File: config.mk
export PLATFORM = sky130hd
export DESIGN_NAME = frame_scheduler
export DESIGN_NICKNAME = d
export VERILOG_FILES = /design/src/rtl/frame_sched_pkg.sv /design/src/rtl/sat_counter.sv /design/src/rtl/frame_scheduler.sv
export SDC_FILE = /design/constraint.sdc
export NUM_CORES = 1
export LEC_CHECK = 0
export CORE_MARGIN = 1
export CORE_UTILIZATION = 49
export DETAILED_ROUTE_END_ITERATION = 7
export GPL_TIMING_DRIVEN = 0
export PLACE_DENSITY = 0.83
export SLEW_MARGIN = 20
export SYNTH_ARGS = -nofsm -noshare
export SYNTH_HDL_FRONTEND = slang
export SYNTH_SLANG_ARGS = --single-unit
File: constraint.sdc
create_clock -name clock -period 2.95 [get_ports clock]
set_input_delay 0.4425 -clock clock [delete_from_list [all_inputs] [get_ports clock]]
set_output_delay 0.4425 -clock clock [all_outputs]
set_load 0.02 [all_outputs]
File: src/rtl/frame_sched_pkg.sv
// frame_sched_pkg
// Shared types and constants for the frame scheduler.
//   sched_state_t   : FSM state encoding (IDLE, LOGIC, DRAW, READY)
//   DEFAULT_TIMEOUT : default watchdog limit per phase, in clock cycles
//                     (20 ms at 50 MHz)
package frame_sched_pkg;

    typedef enum logic [1:0] {
        IDLE  = 2'd0,
        LOGIC = 2'd1,
        DRAW  = 2'd2,
        READY = 2'd3
    } sched_state_t;

    localparam int DEFAULT_TIMEOUT = 1000000;

endpackage

File: src/rtl/sat_counter.sv
// sat_counter
// Up-counter that stops at its all-ones value instead of wrapping.
// Ports:
//   clock  : system clock
//   reset  : synchronous reset, active-high (count -> 0)
//   clear  : synchronous clear (count -> 0), wins over en
//   en     : count one step this cycle
//   count  : current value, W bits
module sat_counter #(
    parameter int W = 8
) (
    input  logic         clock,
    input  logic         reset,
    input  logic         clear,
    input  logic         en,
    output logic [W-1:0] count
);

    localparam logic [W-1:0] MAX = '1;

    always_ff @(posedge clock) begin
        if (reset || clear) begin
            count <= '0;
        end else if (en && (count != MAX)) begin
            count <= count + 1'b1;
        end
    end

endmodule

File: src/rtl/frame_scheduler.sv
// frame_scheduler
// Sequences one frame of work per vertical sync: starts game logic, then
// the entity drawer, and swaps the entity double buffer only when the
// previous frame's work finished in time. next_screen pulses that land
// while work is still running are counted as dropped frames.
//
// Optional feature: define FRAME_SCHED_WATCHDOG_EN to add a per-phase
// watchdog that abandons a stuck LOGIC/DRAW phase after TIMEOUT cycles
// and raises the sticky timeout_err flag. Without it, timeout_err is 0
// and LOGIC/DRAW wait indefinitely.
//
// Ports:
//   clock, reset  : system clock, synchronous active-high reset
//   next_screen   : one-cycle frame pulse (already edge-detected)
//   logic_done    : one-cycle pulse, game logic finished
//   draw_done     : one-cycle pulse, entity list written
//   logic_start   : one-cycle pulse, start game logic
//   draw_start    : one-cycle pulse, start entity drawer
//   swap          : one-cycle pulse, swap entity buffers (only with logic_start)
//   busy          : high in LOGIC or DRAW
//   drop_count    : saturating count of next_screen pulses seen while busy
//   timeout_err   : sticky watchdog flag
//   dbg_state     : current FSM state, for observation only
//
// Handshake: all inputs are single-cycle pulses sampled on the rising edge;
// every output pulse is registered and appears exactly one cycle after the
// input that qualified it. There is no back-pressure.
module frame_scheduler
    import frame_sched_pkg::*;
#(
    parameter int CNT_W   = 8,
    parameter int TO_W    = 20,
    parameter int TIMEOUT = DEFAULT_TIMEOUT
) (
    input  logic             clock,
    input  logic             reset,
    input  logic             next_screen,
    input  logic             logic_done,
    input  logic             draw_done,
    output logic             logic_start,
    output logic             draw_start,
    output logic             swap,
    output logic             busy,
    output logic [CNT_W-1:0] drop_count,
    output logic             timeout_err,
    output sched_state_t     dbg_state
);

    // A limit outside 2..2**TO_W could never be reached by the watchdog.
    if (TO_W < 1 || TO_W > 31 || TIMEOUT < 2 || TIMEOUT > (1 << TO_W)) begin : g_bad_watchdog_cfg
        $error("frame_scheduler: TIMEOUT does not fit in TO_W bits");
    end

    sched_state_t state;
    sched_state_t next_state;

    logic logic_start_d;
    logic draw_start_d;
    logic swap_d;
    logic drop_inc;
    logic timeout_set;
    logic wd_expired;

    assign busy      = (state == LOGIC) || (state == DRAW);
    assign dbg_state = state;

    // ------------------------------------------------------------------
    // Next-state and pulse decode
    // ------------------------------------------------------------------
    always_comb begin
        next_state    = state;
        logic_start_d = 1'b0;
        draw_start_d  = 1'b0;
        swap_d        = 1'b0;
        drop_inc      = 1'b0;
        timeout_set   = 1'b0;

        case (state)
            IDLE: begin
                // First frame after reset/timeout: nothing drawn yet, no swap.
                if (next_screen) begin
                    logic_start_d = 1'b1;
                    next_state    = LOGIC;
                end
            end

            LOGIC: begin
                // A frame pulse here is an overrun even if logic finishes now.
                drop_inc = next_screen;
                if (logic_done) begin
                    draw_start_d = 1'b1;
                    next_state   = DRAW;
                end else if (wd_expired) begin
                    timeout_set = 1'b1;
                    next_state  = IDLE;
                end
            end

            DRAW: begin
                if (draw_done && next_screen) begin
                    // Drawing finished just in time: the frame is complete.
                    swap_d        = 1'b1;
                    logic_start_d = 1'b1;
                    next_state    = LOGIC;
                end else if (draw_done) begin
                    next_state = READY;
                end else begin
                    drop_inc = next_screen;
                    if (wd_expired) begin
                        timeout_set = 1'b1;
                        next_state  = IDLE;
                    end
                end
            end

            READY: begin
                if (next_screen) begin
                    swap_d        = 1'b1;
                    logic_start_d = 1'b1;
                    next_state    = LOGIC;
                end
            end

            default: next_state = IDLE;
        endcase
    end

    // ------------------------------------------------------------------
    // State and pulse registers
    // ------------------------------------------------------------------
    always_ff @(posedge clock) begin
        if (reset) begin
            state       <= IDLE;
            logic_start <= 1'b0;
            draw_start  <= 1'b0;
            swap        <= 1'b0;
        end else begin
            state       <= next_state;
            logic_start <= logic_start_d;
            draw_start  <= draw_start_d;
            swap        <= swap_d;
        end
    end

    sat_counter #(
        .W (CNT_W)
    ) u_drop_counter (
        .clock (clock),
        .reset (reset),
        .clear (1'b0),
        .en    (drop_inc),
        .count (drop_count)
    );

`ifdef FRAME_SCHED_WATCHDOG_EN
    logic [TO_W-1:0] wd_count;
    logic            timeout_err_q;

    // Every entry into LOGIC or DRAW coincides with a start pulse, so the
    // start decode doubles as the watchdog restart.
    sat_counter #(
        .W (TO_W)
    ) u_watchdog (
        .clock (clock),
        .reset (reset),
        .clear (logic_start_d || draw_start_d),
        .en    (busy),
        .count (wd_count)
    );

    assign wd_expired = (wd_count == TO_W'(TIMEOUT - 1));

    always_ff @(posedge clock) begin
        if (reset) begin
            timeout_err_q <= 1'b0;
        end else if (timeout_set) begin
            timeout_err_q <= 1'b1;
        end
    end

    assign timeout_err = timeout_err_q;
`else
    assign wd_expired  = 1'b0;
    assign timeout_err = 1'b0;
`endif

endmodule

# Word level (Yosys, flattened, before mapping)

Cells that the tools add are included.
W data, S select, Z words.

Input bits: 5
Output and inout bits: 15
Bits in registers: 13

Equal/unequal tests: 7
Muxes and demuxes: 13
Reductions and logical operators: 7
Bitwise logic cells: 1
$add $sub $neg: 1

Operators with widths:

| operator              | count |
|---|---|
| $add A8 B1 Y8 const B | 1 |
| $mux W2               | 4 |
| $ne A8 B8 Y1 const B  | 1 |
| $pmux W1 S2           | 3 |
| $pmux W2 S3           | 1 |
| $mux W1               | 5 |
| $eq A2 B2 Y1 const B  | 2 |
| $reduce_or A2 Y1      | 2 |
| $ne A3 B2 Y1 const B  | 1 |
| $reduce_and A3 Y1     | 1 |
| $eq A2 B1 Y1 const B  | 1 |
| $logic_and A1 B1 Y1   | 2 |
| $logic_not A2 Y1      | 1 |
| $ne A2 B1 Y1 const B  | 1 |
| $ne A2 B2 Y1 const B  | 1 |
| $logic_or A1 B1 Y1    | 1 |
| $not A1 Y1            | 1 |

# Longest topological paths before layout

Gate-level depths: netlist of run 1.

Depth after elaboration: 4
Mapped depth: 7
Depth with buffers taken out: 6

# By module

Synthesis of run 1 repeated with hierarchy kept, for this count alone.

Cells, all modules: 81
Area total of the unflattened synthesis: 714.4 µm²

Modules (own cells, without submodules):

| module          | cells an instance | area each (µm²) | instances |
|---|---|---|---|
| sat_counter     | 48                | 421.7           | 1 |
| frame_scheduler | 33                | 292.8           | 1 |

# Worst setup path before layout of run 1

No wires, ideal clock.

Path kind: register to register
Start point: reg state[0] (netlist: dbg_state[0])
End point: reg u_drop_counter.count[5]
Slack: 0.961 ns
Arrival: 1.865 ns
Cell stages (with the launch flop): 8
Setup time: 0.123 ns
Clock period less this slack: 1.989 ns
Cells stage by stage: dfxtp_1 > inv_1 > ha_1 > and2b_1 > o21ai_2 > buf_6 > nor4_2 > mux2_1

Word-level cells in the longest chain between the ends: 3

RTL lines:

| item                                                | RTL line               | source |
|---|---|---|
| start, declared                                     | frame_scheduler.sv:54  | `sched_state_t state;` |
| start signal, assigned                              | frame_scheduler.sv:138 | `state <= next_state;` |
| $eq A2 B2 Y1 / $eq A2 B1 Y1 (equally long branches) | frame_scheduler.sv:78  | `case (state)` |
| $pmux W1 S2 *                                       | frame_scheduler.sv:78  |  |
| $logic_and A1 B1 Y1 *                               | sat_counter.sv:24      | `end else if (en && (count != MAX)) begin` |
| end signal, assigned                                | sat_counter.sv:25      | `count <= count + 1'b1;` |
| end, declared                                       | sat_counter.sv:16      | `output logic [W-1:0] count` |

Mark *: on every way between the ends. The rest lies on a longest branch, timed or not.
A chain may end at the register's enable or synchronous reset.

# Worst setup path after layout of run 1

Start point: reg state[0] (netlist: dbg_state[0])
End point: out busy

Word-level cells in the longest chain between the ends: 2

RTL lines:

| item                                                | RTL line              | source |
|---|---|---|
| $eq A2 B1 Y1 / $eq A2 B2 Y1 (equally long branches) | frame_scheduler.sv:64 | `assign busy = (state == LOGIC) \|\| (state == DRAW);` |
| $logic_or A1 B1 Y1 *                                | frame_scheduler.sv:64 |  |
| end, declared                                       | frame_scheduler.sv:43 | `output logic busy,` |

Marked as above.

==> results of run 1 <==
-- worst min-delay path: cells and delay by family, from the launching register on --
kind	cells	cell delay [ns]
flip-flops	1	0.36
AO/OA/AOI/OAI	2	0.14
-- flip-flops by register name, indices dropped and copies added, names as in the netlist --
signal and flops:
swap 1, logic_start 1, draw_start 1, u_drop_counter.count 8, dbg_state 2
-- cells in the final DEF, fill, tap and decap left out, types with 2 or more instances in the layout --
cell and instances:
a21oi_1 8, dfxtp_1 13, clkbuf_1 2, ha_1 4, nand2_1 4, clkdlybuf4s50_1 18, o21ai_0 3, inv_1 7
clkbuf_4 3, nor2b_1 3, o31ai_1 3, nor3_1 5, o21a_1 2, nor2_1 3, or3_1 2, nand3_1 5
-- how the worst max path moves through the flow --
stage | startpoint | to | slack, ns | cells after the start
3_3_place_gp | draw_done | u_drop_counter.count[5] | 0.82 | 6
3_5_place_dp | draw_done | u_drop_counter.count[5] | 0.82 | 6
4_1_cts | dbg_state[0] | busy | 0.74 | 4
5_1_grt | dbg_state[0] | busy | 0.61 | 4
2_1_floorplan | dbg_state[0] | u_drop_counter.count[5] | 0.96 | 7
6_report | dbg_state[0] | busy | 0.75 | 4
-- synthesized netlist by cell type, types with 2 or more instances --
library cell | count | area, um2
nand2_1 | 4 | 15.0
o31ai_1 | 3 | 22.5
dfxtp_1 | 13 | 260
or3_1 | 2 | 12.5
a21oi_1 | 8 | 40.0
ha_1 | 4 | 50.1
o21ai_0 | 3 | 15.0
nor3_1 | 5 | 25.0
nand3_1 | 5 | 25.0
nor2_1 | 3 | 11.3
o21a_1 | 2 | 15.0
nor2b_1 | 3 | 18.8
inv_1 | 7 | 26.3
-- layer usage --
| metal | up-vias | GRT usage, % | part of all wire (%) |
|---|---|---|---|
| met4 | 0 | 5.00 | 0.72 |
| met3 | 2 | 10.0 | 6.1 |
| li1 | 340 | - | - |
| met2 | 18 | 38.3 | 47 |
| met5 | - | 0 | 0 |
| met1 | 305 | 27.1 | 46 |
-- power by group --
part	switching, W	internal, W
combinational	0.000130	0.000124
sequential	0.0000178	0.000196
clock	0.0000579	0.0000525
total	0.000205	0.000372
-- cell families (layout without fill, tap and decap cells) --
kind of cell             after synthesis  count (layout)  synth area share [%]
flip-flops                            13              13                  36.2
AO/OA/AOI/OAI                         20              20                  17.2
adder cells (fa/ha/maj)                4               4                  6.97
AND/OR/NAND/NOR                       33              33                  29.1
other                                  1               1                 0.522
buffers and inverters                 10              32                  6.79
multiplexers                           2               2                  3.14
-- layout make-up --
type / instances / area [um2]
multi-input cells: 60 / 409
inverters: 7 / 26.3
repair buffers: 18 / 180
well taps: 15 / 18.8
fillers: 117 / 390
flip-flops and latches: 13 / 260
plain buffers: 3 / 22.5
clock buffers: 4 / 26.3
-- per-stage QoR --
step / worst slack [ns] / hold slack (ns) / total power, W
after floorplan: 0.961 / 0.579 / 0.000379
after global placement: 0.824 / 0.506 / 0.000461
after detailed placement: 0.824 / 0.517 / 0.000471
after CTS: 0.745 / 0.529 / 0.000584
after global routing: 0.605 / 0.595 / 0.000629
final: 0.748 / 0.532 / 0.000577
==> flow_metrics.tcl, run 1 <==
set metrics [dict create \
    fin_skew_ns 0.0100 \
    syn_area_um2 718 \
    crit_fanout 5 \
    post_drt_wl_per_cell_um 12.7 \
    worst_setup_path_end_kind "output port" \
    utilization_pct 70.7 \
    setup_viol 0 \
    grt_pass1_wl_um 2400 \
    ant_nets 0 \
    num_rows 13 \
    globalplace.congestion 0.692 \
    nNetsFinal 115 \
    worstHoldEndpoint "dbg_state[0]" \
    clk_path_buf_depth 2 \
    drc 0 \
    power_density_nw_per_um2 612 \
    grt_pass1_vias 563 \
    fin_cells 120 \
    drt_iter0_drc 14 \
    grt_remaining_overflow 0 \
    antenna_found_initial 0 \
    path_cells "inv_1 -> ha_1 -> inv_1 -> clkdlybuf4s50_1" \
    hold_viol 0 \
    ys_warn_count 0 \
    die_y_um 40.3 \
    synthDistinctLibCells 34 \
    firstDrtPassIters 4 \
    crit_arrival_ns 1.76 \
    insertion_delay_ns 0.28 \
    place_hpwl_um 1080 \
    cts_buffers 3 \
    min_from "dbg_state[0]" \
    leakage_nw 0.343 \
    post-route-period-util_pct 74.7 \
    slew_viol_final 0 \
    syn_area_per_cell_um2 8.65 \
    port_buffers 18 \
    syn_nets 92 \
    die_w_um 40.3 \
    tns_ns 0 \
    antenna_cells 0 \
    grt_usage_pct 23.0 \
    cts_resized 0 \
    ys_ff_latch 13 \
    area_delta_synth_final_pct 31.4 \
    drv_cap 0 \
    status "finished, final reports clean" \
    ir_worst_vdd_mv 0.352 \
    ys_async_sr_fraction_pct 0 \
    drive_gt1_share_pct 10.5 \
    ctsHoldBuffers 0 \
    root_buffer "clkbuf_4" \
    min_path_type "flip-flop to flip-flop" \
    ys.flop_type "dfxtp_1" \
    coreArea_um2 1330 \
    grt_setup_unrepaired "no" \
    via_per_inst 5.54 \
    reg2reg_from "dbg_state[0]" \
    cts_setup_buffers 0 \
    netlist_instances 83 \
    path_common_cell "inv_1" \
    cpMaxStageDelayCell "clkdlybuf4s50_1" \
    r2r_end "u_drop_counter.count[5]" \
    dp_cells 116 \
    clock-sinks 13 \
    dieArea_um2 1620 \
    required_ns 2.51 \
    synth-seq-area-share_pct 36.2 \
    clkTransAtPathRegs_ns 0.08 \
    design_area_um2 943 \
    cp_top_family "buffers and inverters" \
    synth_edf_count 0 \
    crit_path_start_kind "flip-flop" \
    h-tree-depth 1 \
    postPlaceCellArea_um2 917 \
    start_util_pct 53.8 \
    min_delay_path_depth 2 \
    totalWireLength_um 1520 \
    crit_type "flip-flop to output port" \
    boundaryPins 20 \
    cts_tree "yes" \
    reg2reg_depth 7 \
    r2r_slack_ns 0.95 \
    slowest_delay_ns 0.59 \
    max_freq_mhz 454 \
    dr_total_vias 665 \
    crit_buf_inv 3 \
    fin_crit_ns 2.20 \
    grt_max_degree 11 \
]
Note: power is estimated with default switching activity, not from simulation.
==> inputs of run 2 (changes only) <==
CORE_UTILIZATION = 41   (was 49)
PLACE_DENSITY = 0.75   (was 0.83)
clock period = 1.8 ns   (was 2.95 ns; I/O delays follow)
==> run 2 against run 1 <==
Combinational power up 67%. Critical endpoint is now u_drop_counter.count[3]. Sequential share of layout area down 0.44 points. Via count down 1.1%. Register-to-register slack worse by 0.85 ns. Sequential cell count unchanged. Largest cell class unchanged. First-iteration DRC count up 14%. Largest power group unchanged. Routed wire length down 2.2%.
==> flow_metrics.tcl, run 2 (same netlist as run 1, synthesis figures left out) <==
set metrics [dict create \
    totalWireLength_um 1490 \
    root_buffer "clkbuf_4" \
    grt_setup_unrepaired "no" \
    start_util_pct 45.6 \
    power_density_nw_per_um2 990 \
    globalplace.congestion 0.765 \
    drt_iter0_drc 16 \
    postPlaceCellArea_um2 923 \
    port_buffers 18 \
    worst_setup_path_end_kind "flip-flop" \
    antenna_found_initial 0 \
    crit_arrival_ns 1.90 \
    clk_path_buf_depth 2 \
    antenna_cells 0 \
    layout_commonest_cell "clkdlybuf4s50_1" \
    clock-sinks 13 \
    hold_viol 0 \
    cts_tree "yes" \
    final_cell_mix "17 x clkdlybuf4s50_1, 11 x dfxtp_1, 8 x a21oi_1" \
    fin_skew_ns 0.00345 \
    boundaryPins 20 \
    dp_cells 117 \
    holdWs_ns 0.516 \
    crit_type "flip-flop to flip-flop" \
    setup_viol 0 \
    via_per_inst 5.39 \
    grt_pass1_wl_um 2480 \
    fin_cells 122 \
    clkTransAtPathRegs_ns 0.09 \
    num_rows 14 \
    required_ns 2.01 \
    place_hpwl_um 1100 \
    r2r_slack_ns 0.10 \
    nFillCells 157 \
    die_w_um 43.9 \
    grt_max_degree 11 \
    post_drt_wl_per_cell_um 12.2 \
    tns_ns 0 \
    dr_total_vias 658 \
    area_delta_synth_final_pct 36.1 \
    largest_reg_flops 8 \
    crit_fanout 7 \
    cpMaxStageDelayCell "or4_1" \
    ir_worst_vdd_mv 0.648 \
    grt_pass1_vias 583 \
    die_y_um 43.9 \
    p_total_w 0.000967 \
    ant_nets 0 \
    crit_path_start_kind "flip-flop" \
    min_path_type "flip-flop to flip-flop" \
    drive_gt1_share_pct 14.2 \
    status "finished, final reports clean" \
    grt_remaining_overflow 0 \
    insertion_delay_ns 0.27 \
    drv_cap 0 \
    h-tree-depth 1 \
    cts_buffers 3 \
    slew_viol_final 0 \
    nNetsFinal 116 \
    max_freq_mhz 589 \
    firstDrtPassIters 6 \
    path_cells "ha_1 -> nand3_1 -> nor3_4 -> buf_4 -> or4_1 -> a21oi_1" \
    drc 0 \
    design_area_um2 977 \
    coreArea_um2 1580 \
    dieArea_um2 1920 \
    post-route-period-util_pct 94.3 \
    grt_usage_pct 17.4 \
    leakage_nw 0.351 \
    fin_crit_ns 1.70 \
    slowest_delay_ns 0.47 \
    regMostFlops "u_drop_counter.count" \
]
## run 2: changes by cell type in the layout (fill, tap and decap cells not counted)
cell / change
buf_4: +1
clkdlybuf4s50_1: -1
dfxtp_1: -2
dfxtp_2: +1
dfxtp_4: +1
dlygate4sd2_1: +1
ha_1: -1
ha_4: +1
nor4_2: -1
nor4_4: +1
## run 2: area by class of cell
cell class                 instances  area (um2)  share of cell area [%]
sequential                        13         265                    27.1
timing repair buffer              19         186                    19.1
multi-input combinational         60         430                    44.0
buffer                             3        22.5                    2.30
tap                               16        20.0                    2.05
inverter                           7        26.3                    2.69
clock buffer                       4        26.3                    2.69
## run 2: what timing repair did
item                                    in CTS  in global routing
endpoints found under the setup margin       2                  4
resized for setup                            2                  1
hold buffers                                 0                  0
pin swaps                                    0                  1
setup buffers                                0                  1
## run 2: worst paths after layout
path | startpoint | end | depth (start not counted)
setup / recovery | u_drop_counter.count[0] | u_drop_counter.count[3] | 6
hold / removal | dbg_state[0] | dbg_state[0] | 2
setup reg to reg | u_drop_counter.count[0] | u_drop_counter.count[3] | 6
hold reg to reg | dbg_state[0] | dbg_state[0] | 2
## run 2: power breakdown
group,total [W],leakage [nW],internal (W),switching [W]
Sequential,0.000361,0.106,0.000328,0.0000326
Combinational,0.000422,0.230,0.000208,0.000214
Clock,0.000184,0.0150,0.0000858,0.0000987
Total,0.000967,0.351,0.000622,0.000345
## run 2: routing by layer
metal | part of all wire, % | global-route usage, %
met4 | 0.67 | 9.09
met5 | 0 | 0
met2 | 47 | 28.4
met3 | 3.9 | 2.50
met1 | 48 | 22.1
## run 2: per-stage QoR
stage                     util [%]  setup WS (ns)
after global placement        58.6        -0.0370
after global routing          62.0         0.0302
after detailed placement      58.6        -0.0505
after CTS                     60.7         0.0315
final                         62.0          0.103
after floorplan                  -         0.0879
## run 2: critical path, delay by kind of cell (launching register included)
family | cells | cell delay [ns]
fa+ha+maj | 1 | 0.24
buf+inv | 1 | 0.16
compound gates | 1 | 0.15
simple gates | 3 | 0.72
flops | 1 | 0.36
